==> config.mk <==
export PLATFORM = sky130hd
export DESIGN_NAME = uart_tx_arbiter
export DESIGN_NICKNAME = d
export VERILOG_FILES = /design/src/rtl/uart_arb_pkg.sv /design/src/rtl/rr_select.sv /design/src/rtl/uart_tx.sv /design/src/rtl/uart_tx_arbiter.sv
export SDC_FILE = /design/constraint.sdc
export NUM_CORES = 1
export LEC_CHECK = 0
export BUFFER_PORTS_ARGS = -buffer_cell sky130_fd_sc_hd__buf_2
export CORE_UTILIZATION = 47
export CTS_CLUSTER_SIZE = 30
export DETAILED_ROUTE_END_ITERATION = 12
export PLACE_DENSITY = 0.7
export SLEW_MARGIN = 20
export SYNTH_ARGS = -nofsm -noshare
export SYNTH_HDL_FRONTEND = slang
export SYNTH_SLANG_ARGS = --single-unit
==> constraint.sdc <==
create_clock -name clk -period 2.43 [get_ports clk]
set_input_delay 0.486 -clock clk [delete_from_list [all_inputs] [get_ports clk]]
set_output_delay 0.486 -clock clk [all_outputs]
set_load 0.01 [all_outputs]
==> src/rtl/uart_arb_pkg.sv <==
// Shared types and constants for the UART transmit arbiter.
package uart_arb_pkg;

    localparam int UART_BYTE_W = 8;

    typedef enum logic [1:0] {
        ARB_IDLE,
        ARB_LOAD,
        ARB_WAIT_DONE
    } arb_state_t;

endpackage

==> src/rtl/rr_select.sv <==
// Round-robin winner search: first asserted valid starting at ptr, wrapping.
module rr_select #(
    parameter  int NUM_REQ = 4,
    localparam int IDX_W   = $clog2(NUM_REQ)
) (
    input  logic [NUM_REQ-1:0] valid,
    input  logic [IDX_W-1:0]   ptr,
    output logic [IDX_W-1:0]   winner,
    output logic               any
);

    // Scan from ptr upward modulo NUM_REQ, keep the first hit
    always_comb begin : pick
        int unsigned idx;
        idx    = 0;
        winner = '0;
        any    = 1'b0;
        for (int unsigned k = 0; k < NUM_REQ; k++) begin
            idx = (32'(ptr) + k) % NUM_REQ;
            if (!any && valid[IDX_W'(idx)]) begin
                winner = IDX_W'(idx);
                any    = 1'b1;
            end
        end
    end

endmodule

==> src/rtl/uart_tx.sv <==
// UART serializer: start bit, DATA_WIDTH data bits LSB first, one stop bit.
// Each bit lasts CLKS_PER_BIT cycles; done pulses once after the stop bit.
module uart_tx #(
    parameter int DATA_WIDTH   = 8,
    parameter int CLKS_PER_BIT = 1085
) (
    input  logic                  clk,
    input  logic                  reset,
    input  logic                  start,
    input  logic [DATA_WIDTH-1:0] data,
    output logic                  tx,
    output logic                  done
);

    localparam int CW = (CLKS_PER_BIT > 1) ? $clog2(CLKS_PER_BIT) : 1;
    localparam int BW = (DATA_WIDTH > 1) ? $clog2(DATA_WIDTH) : 1;

    typedef enum logic [1:0] {
        TX_IDLE,
        TX_START,
        TX_DATA,
        TX_STOP
    } tx_state_t;

    tx_state_t             state;
    tx_state_t             state_next;
    logic [CW-1:0]         clk_cnt;
    logic [BW-1:0]         bit_idx;
    logic [DATA_WIDTH-1:0] shreg;
    logic                  bit_end;
    logic                  last_bit;

    assign bit_end  = (clk_cnt == CW'(CLKS_PER_BIT - 1));
    assign last_bit = (bit_idx == BW'(DATA_WIDTH - 1));

    // State register
    always_ff @(posedge clk or posedge reset) begin
        if (reset) state <= TX_IDLE;
        else       state <= state_next;
    end

    // Next-state: advance one frame field per completed bit period
    always_comb begin
        state_next = state;
        case (state)
            TX_IDLE:  if (start)               state_next = TX_START;
            TX_START: if (bit_end)             state_next = TX_DATA;
            TX_DATA:  if (bit_end && last_bit) state_next = TX_STOP;
            TX_STOP:  if (bit_end)             state_next = TX_IDLE;
            default:                           state_next = TX_IDLE;
        endcase
    end

    // Bit timing, shift register and line driver
    always_ff @(posedge clk or posedge reset) begin
        if (reset) begin
            clk_cnt <= '0;
            bit_idx <= '0;
            shreg   <= '0;
            tx      <= 1'b1;
            done    <= 1'b0;
        end else begin
            done <= 1'b0;
            if (state == TX_IDLE) begin
                clk_cnt <= '0;
                bit_idx <= '0;
                if (start) begin
                    shreg <= data;
                    tx    <= 1'b0;
                end
            end else begin
                clk_cnt <= bit_end ? '0 : clk_cnt + 1'b1;
                if (bit_end) begin
                    case (state)
                        TX_START: begin
                            tx    <= shreg[0];
                            shreg <= shreg >> 1;
                        end
                        TX_DATA: begin
                            bit_idx <= bit_idx + 1'b1;
                            if (last_bit) begin
                                tx <= 1'b1;
                            end else begin
                                tx    <= shreg[0];
                                shreg <= shreg >> 1;
                            end
                        end
                        TX_STOP: done <= 1'b1;
                        default: tx <= 1'b1;
                    endcase
                end
            end
        end
    end

endmodule

==> src/rtl/uart_tx_arbiter.sv <==
// Packet-granular round-robin arbiter sharing one uart_tx among NUM_REQ sources.
// Optional stall abort when UART_ARB_TIMEOUT_EN is defined.
module uart_tx_arbiter
    import uart_arb_pkg::*;
#(
    parameter  int NUM_REQ        = 4,
    parameter  int CLKS_PER_BIT   = 1085,
    parameter  int TIMEOUT_CYCLES = 125000,
    localparam int IDX_W          = $clog2(NUM_REQ)
) (
    input  logic                           clk,
    input  logic                           reset,
    input  logic [NUM_REQ-1:0]             req_valid,
    input  logic [NUM_REQ*UART_BYTE_W-1:0] req_data,
    input  logic [NUM_REQ-1:0]             req_last,
    output logic [NUM_REQ-1:0]             req_ready,
    output logic [IDX_W-1:0]               grant_id,
    output logic                           busy,
    output logic                           pkt_done,
    output logic                           timeout_err,
    output logic                           serial_tx
);

    arb_state_t             state;
    arb_state_t             state_next;
    logic [IDX_W-1:0]       rr_ptr;
    logic [IDX_W-1:0]       rr_ptr_next;
    logic [IDX_W-1:0]       grant_next;
    logic [IDX_W-1:0]       grant_plus1;
    logic                   busy_next;
    logic                   pkt_done_next;
    logic                   timeout_next;
    logic                   start_tx;
    logic                   start_next;
    logic [UART_BYTE_W-1:0] tx_byte;
    logic [UART_BYTE_W-1:0] tx_byte_next;
    logic                   last_q;
    logic                   last_next;
    logic                   tx_done;
    logic [IDX_W-1:0]       winner;
    logic                   any_valid;
    logic                   owner_valid;
    logic [UART_BYTE_W-1:0] owner_byte;
    logic                   owner_last;
    logic                   to_hit;

    rr_select #(
        .NUM_REQ (NUM_REQ)
    ) u_rr_select (
        .valid  (req_valid),
        .ptr    (rr_ptr),
        .winner (winner),
        .any    (any_valid)
    );

    uart_tx #(
        .DATA_WIDTH   (UART_BYTE_W),
        .CLKS_PER_BIT (CLKS_PER_BIT)
    ) u_uart_tx (
        .clk   (clk),
        .reset (reset),
        .start (start_tx),
        .data  (tx_byte),
        .tx    (serial_tx),
        .done  (tx_done)
    );

    assign grant_plus1 = (grant_id == IDX_W'(NUM_REQ - 1)) ? '0 : grant_id + 1'b1;

    // Select the current owner's valid/data/last
    always_comb begin
        owner_valid = 1'b0;
        owner_byte  = '0;
        owner_last  = 1'b0;
        for (int unsigned i = 0; i < NUM_REQ; i++) begin
            if (IDX_W'(i) == grant_id) begin
                owner_valid = req_valid[i];
                owner_byte  = req_data[i*UART_BYTE_W +: UART_BYTE_W];
                owner_last  = req_last[i];
            end
        end
    end

    // Ready only for the owner while waiting for its next byte
    always_comb begin
        req_ready = '0;
        for (int unsigned i = 0; i < NUM_REQ; i++) begin
            req_ready[i] = (state == ARB_LOAD) && (IDX_W'(i) == grant_id);
        end
    end

`ifdef UART_ARB_TIMEOUT_EN
    localparam int TO_W = (TIMEOUT_CYCLES > 1) ? $clog2(TIMEOUT_CYCLES) : 1;

    logic [TO_W-1:0] to_cnt;

    assign to_hit = (state == ARB_LOAD) && !owner_valid &&
                    (to_cnt == TO_W'(TIMEOUT_CYCLES - 1));

    // Stall counter: counts LOAD cycles with owner valid low, cleared otherwise
    always_ff @(posedge clk or posedge reset) begin
        if (reset)                                  to_cnt <= '0;
        else if (state != ARB_LOAD || owner_valid) to_cnt <= '0;
        else                                        to_cnt <= to_cnt + 1'b1;
    end
`else
    assign to_hit = 1'b0;
`endif

    // State and registered outputs
    always_ff @(posedge clk or posedge reset) begin
        if (reset) begin
            state       <= ARB_IDLE;
            rr_ptr      <= '0;
            grant_id    <= '0;
            busy        <= 1'b0;
            pkt_done    <= 1'b0;
            timeout_err <= 1'b0;
            start_tx    <= 1'b0;
            tx_byte     <= '0;
            last_q      <= 1'b0;
        end else begin
            state       <= state_next;
            rr_ptr      <= rr_ptr_next;
            grant_id    <= grant_next;
            busy        <= busy_next;
            pkt_done    <= pkt_done_next;
            timeout_err <= timeout_next;
            start_tx    <= start_next;
            tx_byte     <= tx_byte_next;
            last_q      <= last_next;
        end
    end

    // Next-state and next-output decisions
    always_comb begin
        state_next    = state;
        rr_ptr_next   = rr_ptr;
        grant_next    = grant_id;
        busy_next     = busy;
        pkt_done_next = 1'b0;
        timeout_next  = 1'b0;
        start_next    = 1'b0;
        tx_byte_next  = tx_byte;
        last_next     = last_q;
        case (state)
            ARB_IDLE: begin
                if (any_valid) begin
                    grant_next = winner;
                    busy_next  = 1'b1;
                    state_next = ARB_LOAD;
                end
            end
            ARB_LOAD: begin
                if (owner_valid) begin
                    tx_byte_next = owner_byte;
                    last_next    = owner_last;
                    start_next   = 1'b1;
                    state_next   = ARB_WAIT_DONE;
                end else if (to_hit) begin
                    timeout_next = 1'b1;
                    busy_next    = 1'b0;
                    rr_ptr_next  = grant_plus1;
                    state_next   = ARB_IDLE;
                end
            end
            ARB_WAIT_DONE: begin
                if (tx_done) begin
                    if (last_q) begin
                        pkt_done_next = 1'b1;
                        busy_next     = 1'b0;
                        rr_ptr_next   = grant_plus1;
                        state_next    = ARB_IDLE;
                    end else begin
                        state_next = ARB_LOAD;
                    end
                end
            end
            default: state_next = ARB_IDLE;
        endcase
    end

endmodule

## Yosys cells after proc, flatten, opt, wreduce, memory -nomap -nowiden

Index checks and enable logic that the tools add are counted.
Widths: inputs -> output; s select.

| storage, ports and cells | value |
|---|---|
| word-level logic and storage cells | 138 |
| flip-flop bits (word level) | 44 |
| input port bits | 42 |

| operators by class | value |
|---|---|
| order comparisons | 4 |
| eq/ne operators | 21 |
| mux-type cells | 66 |
| reduce and logical (&&, ||, !) cells | 27 |
| add/sub/neg operators | 6 |

Operators by type and width:

| cell | count |
|---|---|
| $mux 8 | 8 |
| $mux 1 | 32 |
| $mux 2 | 12 |
| $mux 11 | 2 |
| $pmux 8 s2 | 1 |
| $lt 2x3->1 const B | 4 |
| $reduce_and 4->1 | 3 |
| $add 11x1->11 const B | 1 |
| $eq 11x11->1 const B | 1 |
| $ne 2x1->1 const B | 5 |
| $mux 3 | 3 |
| $reduce_and 3->1 | 3 |
| $bmux 1 s2 | 4 |
| $eq 2x2->1 const B | 4 |
| $logic_and 1x1->1 | 8 |
| $ne 2x2->1 const B | 4 |
| $pmux 2 s4 | 1 |
| $logic_not 2->1 | 3 |
| $pmux 2 s3 | 1 |
| $reduce_and 2->1 | 3 |
| $reduce_bool 2->1 | 3 |
| $add 2x1->2 const B | 2 |
| $add 2x2->2 const B | 2 |
| $eq 2x1->1 const B | 2 |
| other kinds (9) | 12 |

## Longest topological paths before layout

| logic depth | value |
|---|---|
| depth after elaboration | 14 |
| gate-level depth with buffers | 8 |
| depth with buffers taken out | 6 |

## By module

Synthesis repeated with hierarchy kept, for this count alone.

| unflattened totals | value |
|---|---|
| cell total of the unflattened synthesis | 249 |
| area, all modules | 2566.2 um^2 |

By module, submodules not included:

| module | instances | area an instance (um^2) | cells each |
|---|---|---|---|
| uart_tx | 1 | 1410.1 | 126 |
| uart_tx_arbiter | 1 | 1078.5 | 108 |
| rr_select | 1 | 77.6 | 15 |

## Worst setup path before layout

No wires, ideal clock.

| timing path | value |
|---|---|
| path type | register to register |
| from | register grant_id[1] |
| to | register last_q |
| path slack | 391 ps |
| data required time | 2305 ps |
| path buffers | 1 |
| period minus slack after synthesis | 2039 ps |
| data arrival time | 1914 ps |
| cell stages (with the launch flop) | 8 |
| cell sequence | dfrtp_1 inv_1 ha_1 nand3b_1 a2111o_1 nor2_1 buf_2 mux2_2 |

| between the ends | value |
|---|---|
| longest elaborated chain between the ends | 6 |

Ends and longest elaborated chain:

| element | RTL line | source |
|---|---|---|
| from (decl) | uart_tx_arbiter.sv:17 | `output logic [IDX_W-1:0] grant_id,` |
| from (signal assigned) | uart_tx_arbiter.sv:125 | `grant_id <= grant_next;` |
| $logic_not 2->1 | uart_tx_arbiter.sv:76 | `if (IDX_W'(i) == grant_id) begin` |
| $mux 1 (4 in series) | uart_tx_arbiter.sv:76 |  |
| $reduce_and 2->1 (no line) | n/a |  |
| to (signal assigned) | uart_tx_arbiter.sv:131 | `last_q <= last_next;` |
| to (decl) | uart_tx_arbiter.sv:37 | `logic last_q;` |

Parallel ways exist; a longest one is shown, timed or not.
A chain may end at the register's enable or synchronous reset.

## Final worst setup path

| timing path | value |
|---|---|
| from | register u_uart_tx.state[0] |
| to | register u_uart_tx.state[1] |

| between the ends | value |
|---|---|
| longest elaborated chain between the ends | 3 |

Ends and longest elaborated chain:

| element | RTL line | source |
|---|---|---|
| from (decl) | uart_tx.sv:25 | `tx_state_t state;` |
| from (signal assigned) | uart_tx.sv:39 | `else state <= state_next;` |
| $eq 2x2->1 (tied with other cells) | uart_tx.sv:45 | `case (state)` |
| $ne 2x1->1 (no line) / $ne 2x2->1 (equally long branches) | n/a |  |
| $reduce_and 4->1 (no line) | n/a |  |

Parallel ways exist; a longest one is shown, timed or not.

==> results.cfg <==
[run_status]
run_status = completed

[synth]
synth_top_cell_by_area = sky130_fd_sc_hd__dfrtp_1
post_synth_num_cell_types = 45
netlist_area_um2 = 2570
netlist.area_leader.share_pct = 41.9
async_reset_ff_share_pct = 100
synth_enable_flop_cells = 0
synth_most_common_cell = sky130_fd_sc_hd__dfrtp_1
synth_top_cells_by_count = 43 x sky130_fd_sc_hd__dfrtp_1, 22 x sky130_fd_sc_hd__nand2_1, 18 x sky130_fd_sc_hd__nor2_1
yosys-top-cells-area = sky130_fd_sc_hd__dfrtp_1 42%, sky130_fd_sc_hd__ha_1 6.8%, sky130_fd_sc_hd__mux2_2 4.4%
synth-seq-cells = 44
synthesis.instances = 261
synth_nets = 317
flip_flop_cell_with_the_highest_count_after_synthesis = sky130_fd_sc_hd__dfrtp_1
post_synthesis_mean_instance_area_um2 = 9.84
synth_warnings = 0
yosysSeqAreaShare_pct = 42.9

[sta]
maxSlewHeadroom_pct = 48.9
max_clock_freq_ghz = 0.465
finalHoldViolations = 0
fin_worst_skew_ns = 0.00755
rsz0062_at_grt = false
period_needed_ns = 2.15
totalNegativeSetupSlack_ns = 0
layout_worst_path_cycle_share_pct = 88.5
worst_pin_slew_ns = 0.762
final_count_of_pins_violating_max_slew = 0
report.final.setup_viol = 0

[placement]
routabilityCongestion = 0.811
place.port_buffers = 50
place.detailed.hpwl_mm = 3.96

[power]
power_density_nw_per_um2 = 1130
total_power_mw = 3.51
worst_ir_drop_vdd_mv = 0.526
leakagePower_nw = 1.52

[setup_path]
setup.worst_path.class = flop to flop
max_fanout_on_critical_path = 17
startpoint_type = flop
critical_path_arrival_ns = 2.33
worstSetupStartpoint = u_uart_tx.state[0]
critPathCaptureType = flop
rr_startpoint = u_uart_tx.state[0]
critical_path_required_ns = 2.61

[global_route]
antenna_violations_before_repair = 0
grt_pass1_wl_mm = 9.24
grt_max_degree = 22
grt_pass1_vias = 2013
grt_usage_pct = 20.1
globalRouteOverflowTotal = 0

[cts]
numCtsBuffers = 5
tritoncts = done
clock_latency_on_the_worst_skew_pair_ns = 0.30
clock_tree.root_cell = sky130_fd_sc_hd__clkbuf_8
clock_path_buffers = 2
htreeDepth = 2
path_clk_slew_ns = 0.09
clkSinkCount = 44
ctsHoldBuffers = 0

[layout]
synthToLayoutAreaGrowth_pct = 20.7
post_route_cells_drive_above_1_share_pct = 26.3
finish.net_count = 371
n_fill_cell = 444
antenna_cells_inserted = 0
postLayoutCoreUtil_pct = 59.9

[floorplan]
row_count = 26
dieArea_um2 = 5760
floorplan.die.width_um = 75.9
core_area_um2 = 5170
floorplan.initialDensity_pct = 49.6
die_height_um = 75.9
io_pins = 52

[route]
wl_met3_um = 181
postRouteAntennaNets = 0
drc = 0
met2_wirelength_mm = 2.46
detail_route.wirelength.met1_mm = 2.57
topRoutingLayerUsed = met4
vias_per_cell = 5.24
drt-wirelength-per-cell_um = 13.7
overall_via_count_from_detail_route = 2023
drt_iter0_drc = 121
detailedRoute.firstPassIterationCount = 4
finalWirelength_mm = 5.28

[worst_hold_path]
min_path_type = input pin to async pin

[run]
maxCapViolCount = 0
where the power goes:
| group | total [mW] | internal (mW) | switching [mW] |
|---|---|---|---|
| registers | 1.14 | 0.962 | 0.181 |
| logic | 1.60 | 0.760 | 0.842 |
| clock network | 0.771 | 0.514 | 0.257 |
worst paths after layout:
path / endpoint / slack [ns] / cells past startpoint
setup reg to reg: u_uart_tx.state[1] / 0.28 / 7
min in group clk: busy / 0.48 / 2
hold reg to reg: busy / 0.48 / 2
hold / removal: grant_id[0] / 0.21 / 2
setup / recovery: u_uart_tx.state[1] / 0.28 / 7
max in group asynchronous: u_uart_tx.tx / 1.56 / 3
final cells by class:
cell class	count	area [µm²]	share of cell area [%]
sequential	44	1100	35.6
timing repair buffer	61	333	10.7
inverter	17	63.8	2.06
clock buffer	5	68.8	2.22
clock inverter	3	90.1	2.91
multi-input combinational	186	1350	43.7
tap	70	87.6	2.83
sequential cells by signal, indices dropped and copies added, names as in the netlist, 2 cells and up:
signal,cells
grant_id,2
rr_ptr,2
state,2
tx_byte,8
u_uart_tx.bit_idx,3
u_uart_tx.clk_cnt,11
u_uart_tx.shreg,8
u_uart_tx.state,2
worst max-delay path, cell delays in order, from the launching register on:
cell                      delay [ns]
sky130_fd_sc_hd__dfrtp_1        0.41
sky130_fd_sc_hd__inv_1          0.11
sky130_fd_sc_hd__ha_1           0.25
sky130_fd_sc_hd__buf_4          0.22
sky130_fd_sc_hd__nor2b_1        0.18
sky130_fd_sc_hd__or4_1          0.40
sky130_fd_sc_hd__o31a_1         0.14
sky130_fd_sc_hd__mux2_1         0.32
cell families after synthesis:
logic type                 share of synthesized area, %
other                                             0.146
and+or+nand+nor                                    17.4
xor gates and xnor gates                           3.41
DFF                                                42.9
buffers and inverters                              4.78
AOI/OAI and AO/OA                                  15.7
muxes                                              8.77
adders and majority gates                          6.82
cells in the final DEF (no fill, tap or decap), types with 10 or more instances in the layout:
cell type                 count
sky130_fd_sc_hd__nand2_1     22
sky130_fd_sc_hd__ha_1        14
sky130_fd_sc_hd__buf_4       11
sky130_fd_sc_hd__a21oi_1     13
sky130_fd_sc_hd__nor2_1      18
sky130_fd_sc_hd__inv_1       16
sky130_fd_sc_hd__buf_2       50
sky130_fd_sc_hd__dfrtp_1     43
sky130_fd_sc_hd__nor2b_1     12
sky130_fd_sc_hd__mux2_2      10
sky130_fd_sc_hd__o31ai_1     11
timing repair:
item                       CTS  global route
setup buffers                0             0
hold endpoints to repair     0             0
resized for setup            0             1
setup endpoints to repair    0             1
per-stage QoR:
step / instances / hold slack, ns / area (µm²) / setup slack (ns)
after floorplan: 261 / 0.453 / 2570 / 0.391
after global placement: 378 / 0.464 / 2930 / 0.221
after detailed placement: 378 / 0.466 / 2930 / 0.119
after CTS: 386 / 0.228 / 3090 / 0.111
after global routing: 386 / 0.257 / 3100 / 0.103
final: 386 / 0.213 / 3100 / 0.279
layer usage:
metal / up-vias / track usage [%]
met5: - / 0
met2: 39 / 31.9
met1: 941 / 27.3
li1: 1036 / -
met3: 7 / 4.82
met4: 0 / 5.77
Note: power is estimated with default switching activity, not from simulation.
